==> config.mk <==
export PLATFORM = sky130hd
export DESIGN_NAME = alu_op_sequencer
export DESIGN_NICKNAME = d
export VERILOG_FILES = /design/src/rtl/alu_pkg.sv /design/src/rtl/alu_op_sequencer.sv
export SDC_FILE = /design/constraint.sdc
export NUM_CORES = 1
export LEC_CHECK = 0
export BUFFER_PORTS_ARGS = -buffer_cell sky130_fd_sc_hd__buf_2
export CORE_ASPECT_RATIO = 1.75
export CORE_MARGIN = 5
export CORE_UTILIZATION = 41
export CTS_BUF_LIST = sky130_fd_sc_hd__clkbuf_4
export DETAILED_ROUTE_END_ITERATION = 10
export PLACE_DENSITY = 0.83
export SYNTH_ARGS = -nofsm -noshare
export SYNTH_HDL_FRONTEND = slang
export SYNTH_SLANG_ARGS = --single-unit
==> constraint.sdc <==
create_clock -name clk -period 1.2 [get_ports clk]
set_input_delay 0.12 -clock clk [delete_from_list [all_inputs] [get_ports clk]]
set_output_delay 0.12 -clock clk [all_outputs]
set_load 0.02 [all_outputs]
==> src/rtl/alu_pkg.sv <==
// Shared ALU definitions: opcode encodings and the sequencer FSM state type.
package alu_pkg;

  localparam logic [2:0] ALU_ADD = 3'b000;
  localparam logic [2:0] ALU_SUB = 3'b001;
  localparam logic [2:0] ALU_AND = 3'b010;
  localparam logic [2:0] ALU_OR  = 3'b011;
  localparam logic [2:0] ALU_XOR = 3'b100;
  localparam logic [2:0] ALU_SHL = 3'b101;
  localparam logic [2:0] ALU_SHR = 3'b110;
  localparam logic [2:0] ALU_NOT = 3'b111;

  typedef enum logic [1:0] {
    ST_IDLE = 2'd0,
    ST_EXEC = 2'd1,
    ST_RESP = 2'd2
  } seq_state_t;

endpackage

==> src/rtl/alu_op_sequencer.sv <==
// Sequences one operation at a time through an external combinational ALU, with accumulator.
// Optional op counter enabled by defining ALU_SEQ_PERF_EN.
module alu_op_sequencer
  import alu_pkg::*;
#(
  parameter int WIDTH = 8
) (
  input  logic             clk,
  input  logic             rst,
`ifdef ALU_SEQ_PERF_EN
  input  logic             op_count_clr,
  output logic [15:0]      op_count,
`endif
  input  logic             req_valid,
  output logic             req_ready,
  input  logic [2:0]       req_op,
  input  logic [WIDTH-1:0] req_a,
  input  logic [WIDTH-1:0] req_b,
  input  logic             req_use_acc,
  output logic [WIDTH-1:0] alu_a,
  output logic [WIDTH-1:0] alu_b,
  output logic [2:0]       alu_sel,
  input  logic [WIDTH-1:0] alu_out,
  input  logic             alu_carry,
  output logic             rsp_valid,
  input  logic             rsp_ready,
  output logic [WIDTH-1:0] rsp_data,
  output logic             rsp_carry,
  output logic             rsp_zero,
  output logic [WIDTH-1:0] acc,
  output logic [1:0]       dbg_state
);

  // Handshakes: a transfer happens on a rising edge where valid && ready are both high;
  // a producer holds valid and its payload stable until that edge, and ready never
  // depends combinationally on valid (both ready and rsp_valid are registered here).
  seq_state_t state;

  assign dbg_state = state;

  always_ff @(posedge clk) begin
    if (rst) begin
      state     <= ST_IDLE;
      req_ready <= 1'b1;
      rsp_valid <= 1'b0;
      rsp_data  <= '0;
      rsp_carry <= 1'b0;
      rsp_zero  <= 1'b0;
      acc       <= '0;
      alu_a     <= '0;
      alu_b     <= '0;
      alu_sel   <= '0;
    end else begin
      case (state)
        ST_IDLE: begin
          if (req_valid && req_ready) begin
            alu_a     <= req_use_acc ? acc : req_a;
            alu_b     <= req_b;
            alu_sel   <= req_op;
            req_ready <= 1'b0;
            state     <= ST_EXEC;
          end
        end
        ST_EXEC: begin
          // The operands have been on the ALU for a full cycle, so its result is settled.
          rsp_data  <= alu_out;
          rsp_carry <= alu_carry;
          rsp_zero  <= (alu_out == '0);
          acc       <= alu_out;
          rsp_valid <= 1'b1;
          state     <= ST_RESP;
        end
        ST_RESP: begin
          if (rsp_ready) begin
            rsp_valid <= 1'b0;
            req_ready <= 1'b1;
            state     <= ST_IDLE;
          end
        end
        default: begin
          state     <= ST_IDLE;
          req_ready <= 1'b1;
          rsp_valid <= 1'b0;
        end
      endcase
    end
  end

`ifdef ALU_SEQ_PERF_EN
  // Clear wins over a simultaneous handshake; the count sticks at all-ones.
  always_ff @(posedge clk) begin
    if (rst || op_count_clr) begin
      op_count <= '0;
    end else if (rsp_valid && rsp_ready && (op_count != 16'hFFFF)) begin
      op_count <= op_count + 16'd1;
    end
  end
`endif

endmodule

==> impl_metrics.py <==
metrics = {
    "floorplan": {
        "die_h_um": 86.2,
        "row_count": 27,
        "die_w_um": 53.5,
        "io_pins": 74,
        "die-area_um2": 4610,
        "initial_core_util_pct": 42.8,
        "core_um2": 3180,
    },
    "grt": {
        "met3_usage_pct": 4.35,
        "grt_max_degree": 28,
        "top_usage_layer": "met2",
        "use_met2_pct": 27.8,
        "grt_pass1_vias": 1247,
        "grt_pass1_wl_mm": 5.24,
        "grt_overflow": 0,
        "track_usage_pct": 15.5,
        "use_met1_pct": 14.8,
        "antenna_found_initial": 0,
    },
    "worst_setup_path": {
        "cp_slowest_stage_delay_ns": 0.39,
        "start_kind": "flip-flop",
        "crit_fanout": 7,
        "cp-startpoint": "dbg_state[0]",
        "critPathArrivalTime_ns": 1.45,
        "r2r-end": "alu_a[4]",
        "end_kind": "flip-flop",
        "ff2ff_setup_slack_ns": 0.006,
        "rr_startpoint": "dbg_state[0]",
        "reg2regPathDepth": 4,
        "worstPathRequired_ns": 1.46,
        "path_class": "flip-flop to flip-flop",
        "cp_cell_sequence": "and4bb_4 > clkbuf_16 > nor2_1 > a211oi_2",
        "crit_path_top_delay_cell": "and4bb_4",
    },
    "yosys": {
        "synth_common_cells": "nand2_1 (41), dfxtp_1 (33), a21oi_1 (22)",
        "postSynthCellCount": 155,
        "async_flop_share_pct": 0,
        "synth_most_common_cell": "nand2_1",
        "synthTopCellsByArea": "dfxtp_1 (49%), nand2_1 (11%), a21oi_1 (8.1%)",
        "synth_seq_cells": 33,
        "yosysWarnings": 0,
        "syn_area_per_cell_um2": 8.77,
        "synthesis.area_um2": 1360,
        "ys_types": 21,
        "seq_area_frac_synth_pct": 48.6,
        "synth_ff_type": "dfxtp_1",
        "synth_top_area_share_pct": 48.6,
        "syn-num-nets": 188,
        "synth_top_cell_by_area": "dfxtp_1",
        "synth-edff-count": 0,
    },
    "placement": {
        "dp.cells": 257,
        "hpwl_mm": 2.65,
        "placed_area_um2": 1720,
        "io_buffers": 73,
        "gp_congestion": 0.798,
    },
    "timing": {
        "drv_slew": 0,
        "tightest_slew_ns": 0.366,
        "setup_violations": 0,
        "timing.fmax_mhz": 837,
        "max_slew_margin_pct": 75.6,
        "rsz0062_at_grt": "true",
        "finalCritPeriodShare_pct": 99.5,
        "finalCriticalPeriod_ns": 1.19,
        "finalHoldViolations": 0,
        "fin_setup_tns_ns": 0,
        "fin_skew_ns": 0.00225,
    },
    "clock_tree": {
        "cts_tree": "yes",
        "cts_root_buf": "clkbuf_4",
        "clockBufferDepth": 2,
        "insertion_delay_ns": 0.33,
        "clk_pin_slew_ns": 0.10,
        "cts.sinks": 33,
        "cts_buffers": 5,
        "ctsHtreeMaxLevel": 2,
    },
    "outcome": {
        "status": "finished, final reports clean",
    },
    "power_and_ir_drop": {
        "p_int_mw": 1.67,
        "powerDensity_nw_per_um2": 1280,
        "vdd.ir_drop.worst_mv": 0.955,
        "switching_share_pct": 31.0,
        "power_frac_seq_pct": 50.5,
        "p_clk_share_pct": 25.3,
        "p_comb_share_pct": 24.2,
        "p_leak_nw": 0.894,
        "total_power_mw": 2.42,
        "p_sw_mw": 0.749,
    },
    "routing": {
        "num_vias": 1283,
        "drt_iter0_markers": 22,
        "wl_per_cell_um": 13.5,
        "vias_per_cell": 4.75,
        "wirelength_mm": 3.64,
        "drc": 0,
        "ant_nets": 0,
        "first_pass_iters": 4,
    },
    "cells_and_area": {
        "antennaDiodeCount": 0,
        "fin_area_um2": 1880,
        "stdcell_count": 270,
        "layout-drive-gt1-share_pct": 47.6,
        "area_delta_synth_final_pct": 38.7,
        "final_nets": 259,
    },
    "min_path": {
        "holdPathStages": 3,
        "whs_endpoint": "alu_sel[1]",
        "worstHoldStart": "req_op[1]",
        "min_path_type": "input port to flip-flop",
    },
    "flow_run": {
        "drv_cap": 0,
    },
}
placed cells by master (no fill, tap or decap), drive strengths merged:
cell and n:
a211oi 8, a21oi 22, and4bb 1, buf 80, clkbuf 8, clkinv 2
dfxtp 33, dlygate4sd3 1, mux2i 8, nand2 41, nand2b 1, nand3 1
nand4bb 1, nor2 13, nor2b 1, nor3 1, nor3b 1, nor4 2
o21a 1, o21bai 1
state kept, by name, indices dropped and copies added (netlist names):
name and flops:
alu_sel 3, alu_b 8, rsp_zero 1, acc 8, dbg_state 2, alu_a 8
rsp_carry 1, req_ready 1, rsp_valid 1
power by group through the flow:
stage | Combinational [mW] | Clock [mW] | Sequential, mW
6_report | 0.586 | 0.612 | 1.22
5_1_grt | 0.634 | 0.684 | 1.23
4_1_cts | 0.528 | 0.639 | 1.22
3_5_place_dp | 0.527 | 0 | 1.25
3_3_place_gp | 0.515 | 0 | 1.24
2_1_floorplan | 0.256 | 0 | 1.34
area by class of cell:
class                      instances  area (um^2)
fill                             330         1290
sequential                        33          669
multi-input combinational        103          603
timing repair buffer              83          503
tap                               43         53.8
clock buffer                       6         45.0
clock inverter                     2         10.0
critical path, delay by kind of cell, from the launching register on:
kind | cells | cell delay (ns)
DFF | 1 | 0.35
AOI/OAI and AO/OA | 1 | 0.17
and+or+nand+nor | 2 | 0.43
buffers and inverters | 1 | 0.17
what timing repair did:
action	4_1_cts	5_1_grt
buffers inserted	0	2
endpoints found under the setup margin	0	10
resized for setup	0	10
hold buffers	0	1
hold endpoints to repair	0	1
stage by stage:
stage,util [%],setup slack (ns),hold slack (ns)
2_1_floorplan,-,0.00921,0.256
3_3_place_gp,54.3,0.0777,0.362
3_5_place_dp,54.3,0.0109,0.368
4_1_cts,56.0,0.00546,0.00173
5_1_grt,59.3,-0.0140,0.00175
6_report,59.3,0.00559,0.0141
metal layers:
metal,routed length (um),up-vias
li1,-,653
met1,1360,579
met2,1990,45
met3,202,6
met4,82,0
met5,0,-
logic make-up after synthesis:
kind of cell / share of synthesized area [%]
buffers and inverters: 9.11
muxes: 5.89
and+or+nand+nor: 19.8
AOI/OAI and AO/OA: 16.6
DFF: 48.6
worst max-delay path by stage:
stage / cells after the start / to
floorplan: 5 / alu_a[5]
global placement: 4 / alu_a[4]
detailed placement: 4 / alu_a[5]
CTS: 4 / alu_a[2]
global route: 4 / alu_a[2]
finish: 4 / alu_a[4]
Note: power is estimated with default switching activity, not from simulation.
